`src/rtl/mult_arbiter.sv`:
```
`default_nettype none
// ============================================================================
// Module      : mult_arbiter
// Description : Round-robin arbiter / sequencer sharing one iterative 32x32
//               shift-add multiplier among NUM_REQ requesters. Latches the
//               winner's operands as magnitudes, strobes the multiplier, waits
//               for its done flag, sign-corrects the product and returns it
//               with a one-cycle acknowledge.
// Ports       : clk, rst            clock, synchronous active-high reset
//               req, req_signed     per-requester request / signedness
//               op_a, op_b          packed operands, requester i at [32i+:32]
//               ack, rsp_p          one-hot result strobe, shared product
//               busy                high in every state except IDLE
//               mul_a, mul_b        multiplier operand magnitudes
//               mul_ena, mul_rst    multiplier enable / load strobe
//               mul_p, mul_dne      multiplier product / done flag
// Revision    : 1.0 - initial release
// ============================================================================
module mult_arbiter #(
  parameter int NUM_REQ = 4
) (
  input  logic                   clk,
  input  logic                   rst,
  input  logic [NUM_REQ-1:0]     req,
  input  logic [NUM_REQ-1:0]     req_signed,
  input  logic [32*NUM_REQ-1:0]  op_a,
  input  logic [32*NUM_REQ-1:0]  op_b,
  output logic [NUM_REQ-1:0]     ack,
  output logic [63:0]            rsp_p,
  output logic                   busy,
  output logic [31:0]            mul_a,
  output logic [31:0]            mul_b,
  output logic                   mul_ena,
  output logic                   mul_rst,
  input  logic [63:0]            mul_p,
  input  logic                   mul_dne
);

  localparam int IDX_W = (NUM_REQ > 1) ? $clog2(NUM_REQ) : 1;

  localparam logic [1:0] c_IDLE  = 2'd0;
  localparam logic [1:0] c_START = 2'd1;
  localparam logic [1:0] c_BUSY  = 2'd2;
  localparam logic [1:0] c_DONE  = 2'd3;

  // Last grant resets to the top index so requester 0 is searched first.
  localparam logic [IDX_W-1:0] c_LAST_RST = IDX_W'(NUM_REQ - 1);

  logic [1:0]       r_state;
  logic [1:0]       w_next;

  logic [IDX_W-1:0] r_grant;
  logic [IDX_W-1:0] r_last_grant;
  logic             r_neg;
  logic [31:0]      r_mul_a;
  logic [31:0]      r_mul_b;
  logic [63:0]      r_rsp_p;

  logic             w_any;
  logic             w_found;
  logic [IDX_W-1:0] w_cand;
  logic [IDX_W-1:0] w_win;

  logic [31:0]      w_a_arr [NUM_REQ];
  logic [31:0]      w_b_arr [NUM_REQ];
  logic [31:0]      w_sel_a;
  logic [31:0]      w_sel_b;
  logic             w_sel_sgn;
  logic [31:0]      w_mag_a;
  logic [31:0]      w_mag_b;
  logic             w_neg;
  logic [63:0]      w_rsp_fix;
  logic             w_grant_now;

  // --------------------------------------------------------------------------
  // Operand unpacking
  // --------------------------------------------------------------------------
  generate
    for (genvar gi = 0; gi < NUM_REQ; gi++) begin : g_unpack
      assign w_a_arr[gi] = op_a[32*gi +: 32];
      assign w_b_arr[gi] = op_b[32*gi +: 32];
    end
  endgenerate

  // --------------------------------------------------------------------------
  // Round-robin pick: scan last_grant+1, +2, ... with wrap; the previous
  // winner is visited last, so it only wins if nobody else is asking.
  // --------------------------------------------------------------------------
  assign w_any = |req;

  always_comb begin
    w_found = 1'b0;
    w_win   = r_last_grant;
    w_cand  = r_last_grant;
    for (int k = 1; k <= NUM_REQ; k++) begin
      w_cand = IDX_W'((32'(r_last_grant) + 32'(k)) % NUM_REQ);
      if (!w_found && req[w_cand]) begin
        w_found = 1'b1;
        w_win   = w_cand;
      end
    end
  end

  // --------------------------------------------------------------------------
  // Magnitude conversion of the winner's operands. Negating 32'h8000_0000
  // wraps back to itself, which is exactly the unsigned magnitude 2^31.
  // --------------------------------------------------------------------------
  assign w_sel_a   = w_a_arr[w_win];
  assign w_sel_b   = w_b_arr[w_win];
  assign w_sel_sgn = req_signed[w_win];

  assign w_mag_a = (w_sel_sgn && w_sel_a[31]) ? (~w_sel_a + 32'd1) : w_sel_a;
  assign w_mag_b = (w_sel_sgn && w_sel_b[31]) ? (~w_sel_b + 32'd1) : w_sel_b;
  assign w_neg   = w_sel_sgn & (w_sel_a[31] ^ w_sel_b[31]);

  assign w_rsp_fix   = r_neg ? (~mul_p + 64'd1) : mul_p;
  assign w_grant_now = (r_state == c_IDLE) && w_any;

  // --------------------------------------------------------------------------
  // FSM: state register
  // --------------------------------------------------------------------------
  always_ff @(posedge clk) begin
    if (rst) begin
      r_state <= c_IDLE;
    end else begin
      r_state <= w_next;
    end
  end

  // --------------------------------------------------------------------------
  // FSM: next-state logic. mul_dne is not looked at in START because the
  // multiplier still shows the previous operation's done flag there.
  // --------------------------------------------------------------------------
  always_comb begin
    w_next = r_state;
    case (r_state)
      c_IDLE:  if (w_any) w_next = c_START;
      c_START: w_next = c_BUSY;
      c_BUSY:  if (mul_dne) w_next = c_DONE;
      c_DONE:  w_next = c_IDLE;
      default: w_next = c_IDLE;
    endcase
  end

  // --------------------------------------------------------------------------
  // FSM: outputs
  // --------------------------------------------------------------------------
  always_comb begin
    ack     = '0;
    busy    = (r_state != c_IDLE);
    mul_ena = (r_state == c_START) || (r_state == c_BUSY);
    mul_rst = (r_state == c_START);
    if (r_state == c_DONE) begin
      ack[r_grant] = 1'b1;
    end
  end

  // --------------------------------------------------------------------------
  // Datapath registers. Operands are captured only in the grant cycle so
  // requester-side changes cannot disturb the operation in flight; the
  // product register holds until the next completion.
  // --------------------------------------------------------------------------
  always_ff @(posedge clk) begin
    if (rst) begin
      r_grant      <= '0;
      r_last_grant <= c_LAST_RST;
      r_neg        <= 1'b0;
      r_mul_a      <= '0;
      r_mul_b      <= '0;
      r_rsp_p      <= '0;
    end else begin
      if (w_grant_now) begin
        r_grant <= w_win;
        r_mul_a <= w_mag_a;
        r_mul_b <= w_mag_b;
        r_neg   <= w_neg;
      end
      if ((r_state == c_BUSY) && mul_dne) begin
        r_rsp_p <= w_rsp_fix;
      end
      if (r_state == c_DONE) begin
        r_last_grant <= r_grant;
      end
    end
  end

  assign rsp_p = r_rsp_p;
  assign mul_a = r_mul_a;
  assign mul_b = r_mul_b;

endmodule
`default_nettype wire

```
`config.mk`:
```
export PLATFORM = sky130hd
export DESIGN_NAME = mult_arbiter
export DESIGN_NICKNAME = d
export VERILOG_FILES = /design/src/rtl/mult_arbiter.sv
export SDC_FILE = /design/constraint.sdc
export NUM_CORES = 1
export LEC_CHECK = 0
export BUFFER_PORTS_ARGS = -buffer_cell sky130_fd_sc_hd__clkbuf_2
export CORE_AREA = 2 2 179 181
export DETAILED_ROUTE_END_ITERATION = 7
export DIE_AREA = 0 0 181 183
export GPL_TIMING_DRIVEN = 1
export HOLD_SLACK_MARGIN = 0.06
export MAX_ROUTING_LAYER = met4
export PLACE_DENSITY_LB_ADDON = 0.1
export SLEW_MARGIN = 20
export SYNTH_ARGS = -nofsm -noshare
export SYNTH_HDL_FRONTEND = slang
export SYNTH_SLANG_ARGS = --single-unit
```
`constraint.sdc`:
```
create_clock -name clk -period 9.57 [get_ports clk]
set_input_delay 1.914 -clock clk [delete_from_list [all_inputs] [get_ports clk]]
set_output_delay 1.914 -clock clk [all_outputs]
set_load 0.005 [all_outputs]
```
* Word level (Yosys, flattened, before mapping) *
Index checks and enable logic that the tools add are counted.

word-level totals
  register bits after elaboration = 135
  bits in latches = 0
  memory bits (writable) = 0
  memory bits (read-only) = 0
  input bits = 331
  output and inout bits = 135
  logic and storage cells = 81
  memories kept = 0

operators by class
  add/subtract/negate cells = 7
  multipliers = 0
  divide/modulo/power cells = 0
  magnitude comparators = 8
  eq/ne operators = 5
  shift operators = 0
  mux-type cells = 32
  bitwise gates (word level) = 6
  reductions and logical operators = 16

operator list
  cell                                                 number
  2-to-1 mux 32 bit                                    6
  binary-select mux 32 bit (select 2 bit)              2
  adder 32 x 1 -> 32 bit, second input constant        2
  adder 64 x 1 -> 64 bit, second input constant        1
  2-to-1 mux 64 bit                                    1
  inverter 32 bit                                      2
  inverter 64 bit                                      1
  < comparator 2 x 3 -> 1 bit, second input constant   6
  2-to-1 mux 2 bit                                     6
  binary-select mux 1 bit (select 2 bit)               5
  2-to-1 mux 1 bit                                     9
  logical AND 1 bit                                    8
  one-hot mux 2 bit (4 select lines)                   1
  adder 2 x 1 -> 2 bit, second input constant          2
  adder 2 bit, second input constant                   2
  equality test 2 bit, second input constant           2
  2-to-1 mux 4 bit                                     1
  != test 2 bit, second input constant                 2
  OR reduction 4 bit                                   1
  >= comparator 3 bit, second input constant           1
  logical NOT 1 bit                                    3
  inverter 2 -> 3 bit                                  1
  demux 1 bit (select 2 bit)                           1
  equality test 2 x 1 -> 1 bit, second input constant  1
  other kinds (7)                                      7

* Longest topological paths before layout *
  depth after elaboration = 20
  depth in mapped cells = 19
  mapped depth without buffers = 13

* Least setup slack after synthesis *
Ideal clock, no wire load.

  kind = input-to-reg
  start point = in req[1]
  end point = reg r_mul_a[14] (netlist: mul_a[14])
  library setup time = 0.086 ns
  arrival time = 5.519 ns
  data required time = 9.484 ns
  setup slack = 3.965 ns
  stages on the path = 18
  buffers on the path = 6
  cell sequence = nand2b_1 > a21o_1 > and3_1 > buf_4 > buf_4 > buf_2 > buf_1 > clkbuf_1 > clkbuf_1 > nand3_1 > o21ai_0 > ha_1 > o211ai_1 > a221oi_1 > nand3_1 > o31ai_1 > xor2_1 > a211oi_1

on the way
  cells in the longest elaborated chain, start to end = 19
  elaborated cells on any way between the ends = 33
  those cells by class = add/sub (1); mux (21); bitwise (2); reduce/logical (9)

RTL lines
  item                                                  line  text
  start, declared                                       24    input logic [NUM_REQ-1:0] req,
  binary-select mux 1 bit (select 2 bit)                97    if (!w_found && req[w_cand]) begin
  2-to-1 mux 1 bit (not written as such)                97
  2-to-1 mux 1 bit                                      97
  logical NOT 1 bit                                     97
  logical AND 1 bit                                     97
  2-to-1 mux 1 bit                                      97
  logical NOT 1 bit                                     97
  logical AND 1 bit                                     97
  (+2 left out)                                         --
  logical AND 1 bit                                     97
  2-to-1 mux 2 bit                                      97
  inverter 2 -> 3 bit (not written as such)             108   assign w_sel_a = w_a_arr[w_win];
  binary-select mux 32 bit (select 2 bit)               108
  2-to-1 mux 32 bit (not written as such) (2 in a row)  108
  inverter 32 bit                                       112   assign w_mag_a = (w_sel_sgn && w_sel_a[31]) ? (~w_sel_a + 32'd1) : w_sel_a;
  adder 32 x 1 -> 32 bit                                112
  2-to-1 mux 32 bit                                     112
  end signal, assigned                                  174   r_mul_a <= w_mag_a;
  end, declared                                         55    logic [31:0] r_mul_a;

Parallel ways exist; a longest one is shown, timed or not. The select of a mux whose other input is x is not followed.
A chain may end at the register's enable or synchronous reset.

* Final worst setup path *
  start point = in req[3]
  end point = reg r_mul_a[24] (netlist: mul_a[24])

The elaborated chain is that of the path after synthesis.

==> results_dict.tcl <==
set metrics [dict create \
    cp_slowest_stage_delay_ns 0.68 \
    worstPathCellList "clkbuf_2, or2_1, a21o_2, buf_4, nand2_2, nand2_1, nand2_1, o21ai_0, ha_1, o211ai_1, a221oi_1, nand3_1, nor3_2, nand4_1, a41oi_1" \
    fp.coreArea_um2 31230 \
    p_switching_w 0.001438 \
    slew_headroom 0.3308 \
    postSynth.asyncResetShare 0 \
    synth_edf_count 0 \
    antenna_found_initial 0 \
    hold_path_class "reg2reg" \
    wirelength_mm 44.80 \
    root_buffer "clkbuf_16" \
    power_leakage_nw 5.694 \
    p_clk_frac 0.195 \
    worstPathArrival_ns 6.24 \
    rr_startpoint "r_last_grant[0]" \
    p_int_w 0.001779 \
    synthCells 1370 \
    slew_violations 0 \
    n_antenna_cell 0 \
    drc 0 \
    setup_viol 0 \
    io_buffers 465 \
    die_x_um 181 \
    synth_top_area_share 0.2659 \
    max_freq_ghz 0.1693 \
    fin_ws_ns 3.664 \
    grt_pass1_wl_mm 67.60 \
    area_delta_synth_final_pct 30.78 \
    cp-startpoint "req[3]" \
    ys_warn_count 0 \
    synth_fp_nets 1708 \
    worstMarginPinSlew_ns 1.001 \
    grt_pass1_vias 11370 \
    place_congestion 0.9421 \
    yosysTopAreaCell "dfxtp_1" \
    post_cts_buffers 0 \
    rows 65 \
    drive_above_1_share 0.3264 \
    crit_family "simple AND/OR/NAND/NOR gates" \
    cp_slowest_cell "a221oi_1" \
    cts_hold_buf 0 \
    synth_area_per_cell_um2 7.419 \
    yosys-top-cells-count "181 x nand2_1, 160 x nor2_1, 135 x dfxtp_1" \
    path_class "in2reg" \
    start_util 0.3254 \
    path_clk_slew_ns 0.06 \
    post-dp-hpwl_mm 35.51 \
    cts_tree "built" \
    drtIter0Drc 843 \
    grt.overflow.total 0 \
    clockBufferDepth 2 \
    pre_cts_ws_ns 3.296 \
    cp.required_ns 9.91 \
    ys_ff_latch 135 \
    cp-start-kind "input port" \
    cts.sinks 135 \
    drt_pre_antenna_iters 5 \
    vias 12020 \
    die_h_um 183 \
    status "completed" \
    htreeDepth 4 \
    die_area_um2 33120 \
    synth_most_common_cell "nand2_1" \
    wl_per_cell_um 20.59 \
    ios 466 \
    netSwitchingFraction 0.4469 \
    yosysUniqueCellTypes 69 \
    fin_crit_sh 0.6171 \
    p_per_area_nw_per_um2 242.0 \
    cp_common_cell "nand2_1" \
    pwr-share-comb 0.529 \
    layout_min_cycle_time_ns 5.906 \
    grtUsageTotal 0.2708 \
    setup_tns_ns 0 \
    clock-skew-final_ns 0.01667 \
    critPathMaxFanout 63 \
    fin_nets 2100 \
    vdd_drop_max_mv 0.1156 \
    netlist_top_cells_area "dfxtp_1 27%, a211oi_1 9.3%, xor2_1 6.8%" \
    hold_viol 0 \
    clock_latency_ns 0.43 \
    path_buf_inv 2 \
    rsz0062_at_grt "no" \
    hold_start "mul_b[27]" \
    grt_max_degree 95 \
    critPathCaptureType "flip-flop" \
    netlist_area_um2 10160 \
    vias_per_cell 5.524 \
    cts_buffers 17 \
    post_cts_resized 0 \
    seqPwrFrac 0.276 \
    cap_violations 0 \
    drtAntennaViolNets 0 \
    ys.flop_type "dfxtp_1" \
    yosysSeqAreaShare 0.2659 \
]
tightest hold or removal path: stages (launching register included):
cell     delay, ns
dfxtp_1       0.31
nand2_1       0.05
o21ai_1       0.05
metal layers:
layer | vias up | share of wire | global-route usage
li1 | 5843 | - | -
met1 | 5627 | 0.44 | 0.3447
met2 | 504 | 0.48 | 0.4488
met3 | 47 | 0.063 | 0.04091
met4 | 0 | 0.020 | 0.07545
met5 | - | 0 | -
area by class of cell:
| class | count | area [um^2] |
|---|---|---|
| inverters | 9 | 33.78 |
| well taps | 402 | 503.0 |
| flip-flops and latches | 135 | 2704 |
| fillers | 3339 | 17940 |
| multi-input cells | 1116 | 7029 |
| repair buffers | 483 | 2465 |
| clock inverters | 12 | 103.9 |
| clock buffers | 19 | 452.9 |
power by group through the flow:
stage / Sequential (W) / Combinational, W / Clock, W
after floorplan: 0.000869 / 0.00107 / 0
after global placement: 0.000900 / 0.00169 / 0
after detailed placement: 0.000903 / 0.00170 / 0
after CTS: 0.000892 / 0.00170 / 0.000643
after global routing: 0.000910 / 0.00188 / 0.000668
final: 0.000889 / 0.00170 / 0.000627
worst paths after layout:
check	cells after the start	end	slack [ns]
hold reg to reg	2	mul_b[27]	0.45
hold / removal	2	mul_b[27]	0.45
setup / recovery	15	mul_a[24]	3.66
setup reg to reg	14	mul_a[24]	4.77
logic make-up (layout without fill, tap and decap cells):
family / after synthesis / in the layout / synth area share
simple gates: 612 / 612 / 0.2905
compound gates: 362 / 362 / 0.2497
flops: 135 / 135 / 0.2659
buf+inv: 119 / 523 / 0.04678
xor+xnor: 107 / 107 / 0.09221
mux: 28 / 28 / 0.04629
fa+ha+maj: 7 / 7 / 0.008617
flip-flops by register name (all words and copies together), names as in the netlist:
register	count
r_grant	2
mul_a	32
r_state	2
rsp_p	64
mul_b	32
r_neg	1
r_last_grant	2
cell usage in the layout, fill, tap and decap left out, types with 4 or more instances in the layout:
cell type / Yosys / final
a211oi_1: 126 / 125
a21oi_1: 23 / 23
a22oi_1: 9 / 9
a31o_2: 15 / 15
a31oi_1: 15 / 15
and3_1: 39 / 38
buf_4: 2 / 19
clkbuf_16: 0 / 17
clkbuf_2: 1 / 464
clkinv_2: 0 / 4
clkinvlp_4: 0 / 6
dfxtp_1: 135 / 134
ha_1: 7 / 7
inv_1: 9 / 9
mux2i_1: 11 / 11
mux4_2: 15 / 15
nand2_1: 181 / 181
nand2b_1: 12 / 12
nand3_1: 100 / 99
nand3b_1: 7 / 7
nand4_1: 13 / 13
nand4b_1: 6 / 6
nor2_1: 160 / 157
nor3_1: 27 / 27
nor4_1: 15 / 15
o211ai_1: 5 / 5
o21ai_0: 76 / 76
o21ai_1: 8 / 8
o31ai_1: 31 / 31
o41ai_1: 19 / 19
or2_2: 8 / 8
or3_1: 9 / 9
or4_1: 12 / 12
xnor2_1: 28 / 28
xor2_1: 79 / 79
through the flow:
step                        util  cells  area, um^2  total power (W)  hold WS (ns)
after floorplan                -   1370       10160         0.001941        0.4419
after global placement    0.4076   2145       12730         0.002592        0.4407
after detailed placement  0.4078   2145       12730         0.002603        0.4430
after CTS                 0.4256   2176       13290         0.003240        0.4507
after global routing      0.4256   2176       13290         0.003456        0.4650
final                     0.4256   2176       13290         0.003217        0.4475
Power figures use the tool's default switching activity.
